==> config.mk <==
export PLATFORM = sky130hd
export DESIGN_NAME = v1_peak_detector
export DESIGN_NICKNAME = d
export VERILOG_FILES = /design/src/rtl/package_settings.sv /design/src/rtl/v1_parameters.sv /design/src/rtl/v1_peak_out_reg.sv /design/src/rtl/v1_peak_detector.sv
export SDC_FILE = /design/constraint.sdc
export NUM_CORES = 1
export LEC_CHECK = 0
export CAP_MARGIN = 5
export CORE_ASPECT_RATIO = 0.7
export CORE_MARGIN = 3
export CORE_UTILIZATION = 30
export CTS_BUF_LIST = sky130_fd_sc_hd__clkbuf_4 sky130_fd_sc_hd__clkbuf_8
export DETAILED_ROUTE_END_ITERATION = 7
export GPL_TIMING_DRIVEN = 1
export PLACE_DENSITY_LB_ADDON = 0.12
export SYNTH_ARGS = -nofsm -noshare
export SYNTH_HDL_FRONTEND = slang
export SYNTH_SLANG_ARGS = --single-unit
export TNS_END_PERCENT = 100
==> constraint.sdc <==
create_clock -name clk -period 4.5 [get_ports clk]
set_input_delay 0.675 -clock clk [delete_from_list [all_inputs] [get_ports clk]]
set_output_delay 0.675 -clock clk [all_outputs]
set_load 0.01 [all_outputs]
==> src/rtl/package_settings.sv <==
// rtl/package_settings.sv - project-wide data path widths
package package_settings;

  localparam int SIZE_FILTER_DATA = 16;

endpackage

==> src/rtl/v1_parameters.sv <==
// rtl/v1_parameters.sv - shared types and default constants for the variant-1 pulse chain
package v1_parameters;

  typedef enum logic [1:0] {
    IDLE    = 2'd0,
    ARMED   = 2'd1,
    HOLDOFF = 2'd2
  } v1_peak_state_t;

  localparam int V1_THRESHOLD      = 100;
  localparam int V1_HYSTERESIS     = 20;
  localparam int V1_HOLDOFF_CYCLES = 16;
  localparam int V1_SIZE_TIMESTAMP = 32;

  // Counter width able to hold the hold-off load value.
  function automatic int v1_hcnt_width(input int cycles);
    return (cycles < 2) ? 1 : $clog2(cycles + 1);
  endfunction

endpackage

==> src/rtl/v1_peak_out_reg.sv <==
// rtl/v1_peak_out_reg.sv - one-entry valid/ready event holding register with saturating drop counter
module v1_peak_out_reg #(
  parameter int SIZE_FILTER_DATA = 16,
  parameter int SIZE_TIMESTAMP   = 32
) (
  input  logic                               clk,
  input  logic                               reset,
  input  logic                               emit,
  input  logic signed [SIZE_FILTER_DATA-1:0] emit_amplitude,
  input  logic        [SIZE_TIMESTAMP-1:0]   emit_time,
  input  logic                               emit_pileup,
  input  logic                               peak_ready,
  output logic                               peak_valid,
  output logic signed [SIZE_FILTER_DATA-1:0] peak_amplitude,
  output logic        [SIZE_TIMESTAMP-1:0]   peak_time,
  output logic                               peak_pileup,
  output logic        [15:0]                 drop_count
);

  logic accept;

  // A new event may replace the held one only when the consumer takes it this edge.
  assign accept = emit && (!peak_valid || peak_ready);

  always_ff @(posedge clk or negedge reset) begin
    if (!reset) begin
      peak_valid     <= 1'b0;
      peak_amplitude <= '0;
      peak_time      <= '0;
      peak_pileup    <= 1'b0;
      drop_count     <= '0;
    end else begin
      if (accept) begin
        peak_valid     <= 1'b1;
        peak_amplitude <= emit_amplitude;
        peak_time      <= emit_time;
        peak_pileup    <= emit_pileup;
      end else if (emit) begin
        if (drop_count != 16'hFFFF) begin
          drop_count <= drop_count + 16'd1;
        end
      end else if (peak_valid && peak_ready) begin
        peak_valid <= 1'b0;
      end
    end
  end

endmodule

==> src/rtl/v1_peak_detector.sv <==
// rtl/v1_peak_detector.sv - hysteresis peak finder with hold-off; V1_PEAK_PILEUP_REJECT_EN suppresses piled-up events
module v1_peak_detector
  import v1_parameters::*;
#(
  parameter int SIZE_FILTER_DATA = package_settings::SIZE_FILTER_DATA,
  parameter int SIZE_TIMESTAMP   = V1_SIZE_TIMESTAMP,
  parameter int THRESHOLD        = V1_THRESHOLD,
  parameter int HYSTERESIS       = V1_HYSTERESIS,
  parameter int HOLDOFF_CYCLES   = V1_HOLDOFF_CYCLES
) (
  input  logic                               clk,
  input  logic                               reset,
  input  logic signed [SIZE_FILTER_DATA-1:0] filter_data,
  input  logic                               peak_ready,
  output logic                               peak_valid,
  output logic signed [SIZE_FILTER_DATA-1:0] peak_amplitude,
  output logic        [SIZE_TIMESTAMP-1:0]   peak_time,
  output logic                               peak_pileup,
  output logic        [15:0]                 drop_count
);

  localparam int CW = SIZE_FILTER_DATA + 1;
  localparam int HW = v1_hcnt_width(HOLDOFF_CYCLES);

  localparam logic signed [CW-1:0] LEVEL_HIGH = CW'(THRESHOLD);
  localparam logic signed [CW-1:0] LEVEL_LOW  = CW'(THRESHOLD - HYSTERESIS);
  localparam logic        [HW-1:0] HOLD_LOAD  = HW'(HOLDOFF_CYCLES);

  v1_peak_state_t state_q, state_d;

  logic        [SIZE_TIMESTAMP-1:0]   ts_cnt;
  logic        [SIZE_TIMESTAMP-1:0]   ts_q;
  logic signed [SIZE_FILTER_DATA-1:0] s_q;
  logic signed [SIZE_FILTER_DATA-1:0] max_q, max_d;
  logic        [SIZE_TIMESTAMP-1:0]   max_t_q, max_t_d;
  logic        [HW-1:0]               hcnt_q, hcnt_d;
  logic                               pile_q, pile_d;

  logic signed [CW-1:0] s_ext, max_ext;
  logic                 above_high, below_low, above_max;
  logic                 emit_raw, pile_final, emit, emit_pileup;

  assign s_ext      = {s_q[SIZE_FILTER_DATA-1], s_q};
  assign max_ext    = {max_q[SIZE_FILTER_DATA-1], max_q};
  assign above_high = s_ext > LEVEL_HIGH;
  assign below_low  = s_ext < LEVEL_LOW;
  assign above_max  = s_ext > max_ext;

  // The final hold-off sample also counts towards pile-up.
  assign pile_final = pile_q | above_high;

  always_ff @(posedge clk or negedge reset) begin
    if (!reset) begin
      ts_cnt  <= '0;
      ts_q    <= '0;
      s_q     <= '0;
      state_q <= IDLE;
      max_q   <= '0;
      max_t_q <= '0;
      hcnt_q  <= '0;
      pile_q  <= 1'b0;
    end else begin
      ts_cnt  <= ts_cnt + SIZE_TIMESTAMP'(1);
      ts_q    <= ts_cnt;
      s_q     <= filter_data;
      state_q <= state_d;
      max_q   <= max_d;
      max_t_q <= max_t_d;
      hcnt_q  <= hcnt_d;
      pile_q  <= pile_d;
    end
  end

  always_comb begin
    state_d  = state_q;
    max_d    = max_q;
    max_t_d  = max_t_q;
    hcnt_d   = hcnt_q;
    pile_d   = pile_q;
    emit_raw = 1'b0;
    case (state_q)
      IDLE: begin
        if (above_high) begin
          state_d = ARMED;
          max_d   = s_q;
          max_t_d = ts_q;
        end
      end
      ARMED: begin
        if (above_max) begin
          max_d   = s_q;
          max_t_d = ts_q;
        end else if (below_low) begin
          state_d = HOLDOFF;
          hcnt_d  = HOLD_LOAD;
          pile_d  = 1'b0;
        end
      end
      HOLDOFF: begin
        pile_d = pile_final;
        hcnt_d = hcnt_q - HW'(1);
        if (hcnt_q == HW'(1)) begin
          emit_raw = 1'b1;
          state_d  = IDLE;
        end
      end
      default: state_d = IDLE;
    endcase
  end

`ifdef V1_PEAK_PILEUP_REJECT_EN
  assign emit        = emit_raw & ~pile_final;
  assign emit_pileup = 1'b0;
`else
  assign emit        = emit_raw;
  assign emit_pileup = pile_final;
`endif

  v1_peak_out_reg #(
    .SIZE_FILTER_DATA(SIZE_FILTER_DATA),
    .SIZE_TIMESTAMP  (SIZE_TIMESTAMP)
  ) u_out_reg (
    .clk           (clk),
    .reset         (reset),
    .emit          (emit),
    .emit_amplitude(max_q),
    .emit_time     (max_t_q),
    .emit_pileup   (emit_pileup),
    .peak_ready    (peak_ready),
    .peak_valid    (peak_valid),
    .peak_amplitude(peak_amplitude),
    .peak_time     (peak_time),
    .peak_pileup   (peak_pileup),
    .drop_count    (drop_count)
  );

endmodule

==> Word level (Yosys, flattened, before mapping) <==
Index checks and enable logic that the tools add are counted.
{ "word_totals": {"ff_bits": 202, "inputBits": 19, "output_inout_bits": 66, "wordCells": 66} }
{ "op_classes": {"addsub": 3, "magnitude_cmp": 3, "n_eq_ne": 10, "mux": 22, "bitwise": 2, "reduce_logical": 13} }
{ "ops": {"columns": ["cell", "n"], "rows": [
  ["2-to-1 mux 32 bit", 2],
  ["case mux 32 bit (2 select lines)", 1],
  ["adder 32 x 1 -> 32 bit (second input constant)", 1],
  ["2-to-1 mux 16 bit", 2],
  ["case mux 16 bit (2 select lines)", 1],
  ["adder 16 x 1 -> 16 bit (second input constant)", 1],
  ["greater-than comparator 16 bit", 1],
  ["greater-than comparator 16 x 8 -> 1 bit (second input constant)", 1],
  ["< comparator 16 x 8 -> 1 bit (second input constant)", 1],
  ["!= test 16 bit (second input constant)", 1],
  ["!= test 2 bit (second input constant)", 6],
  ["2-to-1 mux 5 bit", 2],
  ["case mux 5 bit (2 select lines)", 1],
  ["AND reduction 3 bit", 3],
  ["2-to-1 mux 2 bit", 4],
  ["2-to-1 mux 1 bit", 7],
  ["case mux 2 bit (3 select lines)", 1],
  ["nonzero test 2 bit", 3],
  ["equality test 5 x 1 -> 1 bit (second input constant)", 1],
  ["subtractor 5 x 1 -> 5 bit (second input constant)", 1],
  ["AND reduction 4 bit", 1],
  ["equality test 2 x 1 -> 1 bit (second input constant)", 1],
  ["equality test 2 bit (second input constant)", 1],
  ["logical AND 1 bit", 2],
  ["other kinds (7)", 7]
]} }

==> Logic depth before layout (Yosys ltp) <==
{ "depth": {"word_depth": 6, "ltp_mapped": 10, "ltp_nobuf": 8} }

==> By module <==
From an unflattened synthesis, not the netlist that was laid out.
{ "hier_totals": {"cells_unflattened": 558, "area_unflattened_um2": 8015.2} }
{ "modules_own_cells": {"columns": ["mod", "instances", "cells_per_inst", "area_per_inst_um2"], "rows": [
  ["v1_peak_detector", 1, 380, 5358.9],
  ["v1_peak_out_reg", 1, 178, 2656.3]
]} }

==> Least setup slack after synthesis <==
OpenSTA, ideal clock, no wires.
{ "synth_path": {"path_type": "register -> register", "start": "register s_q[15]", "end": "register max_q[0]", "arrival_time_ps": 2400, "slack_ps": 1973, "stages_incl_launch_ff": 10, "path_cell_list": "dfrtp_1 -> ha_1 -> nand4_1 -> nor4_2 -> a21boi_2 -> or4_4 -> a31oi_2 -> buf_4 -> buf_6 -> mux2_1"} }
{ "synth_between": {"elab_chain_len": 3, "word_cells_on_any_way": 5, "classes_between": "order compare: 2; eq/ne: 2; reduce/logical: 1"} }
{ "synth_rtl": {"columns": ["element", "line", "rtl"], "rows": [
  ["start: declaration", "v1_peak_detector.sv:33", "logic signed [SIZE_FILTER_DATA-1:0] s_q;"],
  ["start signal: assignment", "v1_peak_detector.sv:65", "s_q <= filter_data;"],
  ["greater-than comparator 16 bit or greater-than comparator 16 x 8 -> 1 bit (tied branches)", "v1_peak_detector.sv:47, v1_peak_detector.sv:45", null],
  ["!= test 2 bit (no source line)", null, null],
  ["AND reduction 3 bit (no source line) *", null, null],
  ["end signal: assignment", "v1_peak_detector.sv:67", "max_q <= max_d;"],
  ["end: declaration", "v1_peak_detector.sv:34", "logic signed [SIZE_FILTER_DATA-1:0] max_q, max_d;"]
]} }
Every way passes the cells marked *; elsewhere a longest branch is shown, timed or not.
A chain may end at the register's enable or synchronous reset.

==> Worst setup path after layout <==
{ "layout_path": {"start": "register s_q[15]", "end": "register max_t_q[25]"} }
{ "layout_between": {"elab_chain_len": 3, "word_cells_on_any_way": 5, "classes_between": "order compare: 2; eq/ne: 2; reduce/logical: 1"} }
{ "layout_rtl": {"columns": ["element", "line", "rtl"], "rows": [
  ["greater-than comparator 16 bit or greater-than comparator 16 x 8 -> 1 bit (tied branches)", "v1_peak_detector.sv:47, v1_peak_detector.sv:45", null],
  ["!= test 2 bit (no source line)", null, null],
  ["AND reduction 3 bit (no source line) *", null, null],
  ["end signal: assignment", "v1_peak_detector.sv:68", "max_t_q <= max_t_d;"],
  ["end: declaration", "v1_peak_detector.sv:35", "logic [SIZE_TIMESTAMP-1:0] max_t_q, max_t_d;"]
]} }
Marks and branches as above.

==> impl_metrics.csv <==
group,metric,value,unit
yosys,synth_ff_type,"dfrtp_1",
cts,postCtsResizedCells,0,
timing,worst_slew_pin_slew,0.9870,ns
timing,max_freq,339.9,MHz
power_and_ir_drop,power_frac_seq,0.433,
critical_path,arrival,3.33,ns
timing,slew_violations,0,
critical_path,crit_type,"flip-flop to flip-flop",
timing,timing.slew.headroom,0.3420,
timing,fin_skew,0.01952,ns
placement,gp_congestion,0.7494,
timing,setup_viol,0,
final_layout,seqCellArea,0.005055,mm²
critical_path,cp_slowest_cell,"nor4_2",
power_and_ir_drop,p_sw_frac,0.2844,
power_and_ir_drop,combPwrFrac,0.212,
route,num_vias,4537,
final_layout,final_common_cell,"dfrtp_1",
critical_path,rr_startpoint,"s_q[15]",
cts,post_cts.repair.setup_buffers,0,
power_and_ir_drop,p_int,3.528,mW
power_and_ir_drop,p_sw,1.402,mW
timing,finalCriticalPeriod,2.942,ns
route,drt_first_pass_iters,4,
final_layout,drive_above_1_share,0.2011,
timing,post-route-period-util,0.6539,
worst_hold_path,hp-class,"input port to asynchronous set/reset pin",
route,wl_per_cell,15.01,µm
floorplanning,die_y,140.5,µm
global_route,grt_pass1_wl,25900,µm
route,ant_nets,0,
global_route,first_global_vias,4906,
route,post_drt_via_cell_ratio,4.444,
yosys,synth_nets,597,
yosys,synth-seq-cells,202,
run,max_cap_viol_count,0,
critical_path,startpoint_type,"flip-flop",
route,detail_route.iter0.violations,195,
cts,cts_tree,"yes",
yosys,ys_async_sr_fraction,1.000,
critical_path,cp-end-kind,"flip-flop",
global_route,gr-total-overflow,0,
cts,cts_sinks,202,
floorplanning,die_area,0.02783,mm²
cts,cts_max_level,2,
floorplanning,die_w,198.1,µm
placement,dp_cells,959,
floorplanning,ios,85,
floorplanning,core_region_area,0.02504,mm²
power_and_ir_drop,vdd_ir_drop_max,0.2458,mV
power_and_ir_drop,pwr_density_cell,506.1,mW/mm²
critical_path,worstPathMaxFanout,26,
final_layout,nets,710,
timing,grt_setup_unrepaired,"false",
placement,io_buffers,84,
global_route,grt_max_degree,120,
yosys,synth_edf_count,0,
final_layout,multi_input_area,0.002549,mm²
route,drc_errors,0,
cts,cts_root_buf,"clkbuf_8",
yosys,synth_top_area_share,0.6522,
timing,final_hold_viol_count,0,
critical_path,required,4.89,ns
cts,cts_hold_buf,0,
yosys,yosysUniqueCellTypes,44,
critical_path,slowest_delay,0.46,ns
yosys,syn_avg_cell_area,13.89,µm²
final_layout,areaGrowthSynthToFinish,25.70,%
cts,clk_pin_slew_worst_paths,0.07,ns
yosys,yosys.area.top_type,"dfrtp_1",
power_and_ir_drop,total_power,4.930,mW
yosys,synth_area_leaders,"dfrtp_1, mux2_2, xnor2_1",
final_layout,final_cell_mix,"dfrtp_1, clkdlybuf4s50_1, mux2_2, clkbuf_8, nand2_1",
yosys,syn_area,0.007750,mm²
final_layout,finalNonFillerCells,1021,
yosys,ys_seq_area_frac,0.6522,
yosys,netlist_instances,558,
floorplanning,fp-row-count,48,
route,routed_wirelength,15320,µm
placement,dp_hpwl,10060,µm
placement,place_area,0.008995,mm²
cts,clk_latency,0.52,ns
outcome,status,"completed",
global_route,grt_antenna_before_repair,0,
final_layout,nFillCells,2367,
floorplanning,initial_core_util,0.3095,
final_layout,fin_util,0.3890,
final_layout,diodes,0,
power_and_ir_drop,power_leakage,4.536,nW
yosys,synth_warnings,0,
final_layout,fin_area,0.009742,mm²
power_and_ir_drop,pwr-share-clk,0.355,
critical_path,cp_cell_sequence,"ha_1 > nand4_1 > nor4_2 > a21boi_2 > o31ai_1 > a31oi_4 > buf_4 > mux2_2",
global_route,grt_use_total,0.1154,
timing,finalSetupTns,0,ns
cts,cts_buffers,35,
critical_path,cp-startpoint,"s_q[15]",
cts,clockBufferDepth,3,
## metal layers
layer  wire length (µm)  part of all wire  track usage  vias to the layer above
li1                   -                 -            -                     2160
met1               7836              0.51       0.1703                     2247
met2               6267              0.41       0.1579                       99
met3                842             0.055      0.03535                       31
met4                376             0.025      0.04392                        0
met5                  0                 0            0                        -
## power groups by stage
stage / combinational (mW) / sequential [mW] / clock, mW
final: 1.05 / 2.13 / 1.75
after floorplan: 0.705 / 2.16 / 0
after detailed placement: 1.07 / 2.17 / 0
after global placement: 1.04 / 2.16 / 0
after CTS: 1.08 / 2.14 / 1.82
after global routing: 1.18 / 2.16 / 1.92
## area by class of cell
| class | count | area share |
|---|---|---|
| well taps | 325 | 0.04174 |
| clock buffers | 53 | 0.06846 |
| repair buffers | 89 | 0.09183 |
| inverters | 24 | 0.009247 |
| multi-input cells | 319 | 0.2616 |
| flip-flops and latches | 202 | 0.5189 |
| clock inverters | 9 | 0.008220 |
## metrics by stage
stage | hold WS [ns] | setup WS [ns]
2_1_floorplan | 0.3729 | 1.973
3_5_place_dp | 0.3934 | 1.557
6_report | 0.2774 | 1.558
3_3_place_gp | 0.3859 | 1.630
4_1_cts | 0.3321 | 1.511
5_1_grt | 0.3541 | 1.337
## kinds of logic (layout without fill, tap and decap cells)
family / after synthesis / after routing / synth area share
xor+xnor: 46 / 46 / 0.05199
buf+inv: 37 / 175 / 0.02067
flops: 202 / 202 / 0.6522
mux: 81 / 81 / 0.1177
fa+ha+maj: 20 / 20 / 0.03229
simple gates: 124 / 124 / 0.08331
compound gates: 48 / 48 / 0.04182
## synth_stat cells, types with 2 or more instances
library cell,count
dfrtp_1,202
mux2_2,62
nand2_1,43
xnor2_1,38
inv_1,24
o21ai_0,21
ha_1,20
mux2_1,19
nand3_1,19
nor2_1,16
and3_1,11
nand4_1,11
a21oi_1,8
clkbuf_1,8
xor2_1,8
and4_1,5
nor3_1,4
nand2b_1,3
nor4_1,3
o31ai_1,3
buf_2,2
buf_6,2
nor2b_1,2
nor4_2,2
o21a_1,2
o22ai_1,2
## flip-flops by register name (all words and copies together) (netlist names), 16 cells and up
register,flops
max_t_q,32
ts_cnt,32
ts_q,32
u_out_reg.peak_time,32
max_q,16
s_q,16
u_out_reg.drop_count,16
u_out_reg.peak_amplitude,16
## critical path: cells and delay by family, from the launching register on
| family | cells | cell delay, ns |
|---|---|---|
| AO/OA/AOI/OAI | 3 | 0.65 |
| AND/OR/NAND/NOR | 2 | 0.64 |
| flip-flops | 1 | 0.44 |
| multiplexers | 1 | 0.38 |
| buffers and inverters | 1 | 0.37 |
| adder cells (fa/ha/maj) | 1 | 0.32 |
## worst paths after layout
check / to / slack [ns] / depth (start not counted)
max: max_t_q[25] / 1.56 / 8
min: u_out_reg.peak_time[24] / 0.28 / 1
max reg2reg: max_t_q[25] / 1.56 / 8
min reg2reg: ts_q[31] / 0.40 / 0
max in group asynchronous: max_q[12] / 3.23 / 2
min in group clk: ts_q[31] / 0.40 / 0
Note: power is estimated with default switching activity, not from simulation.
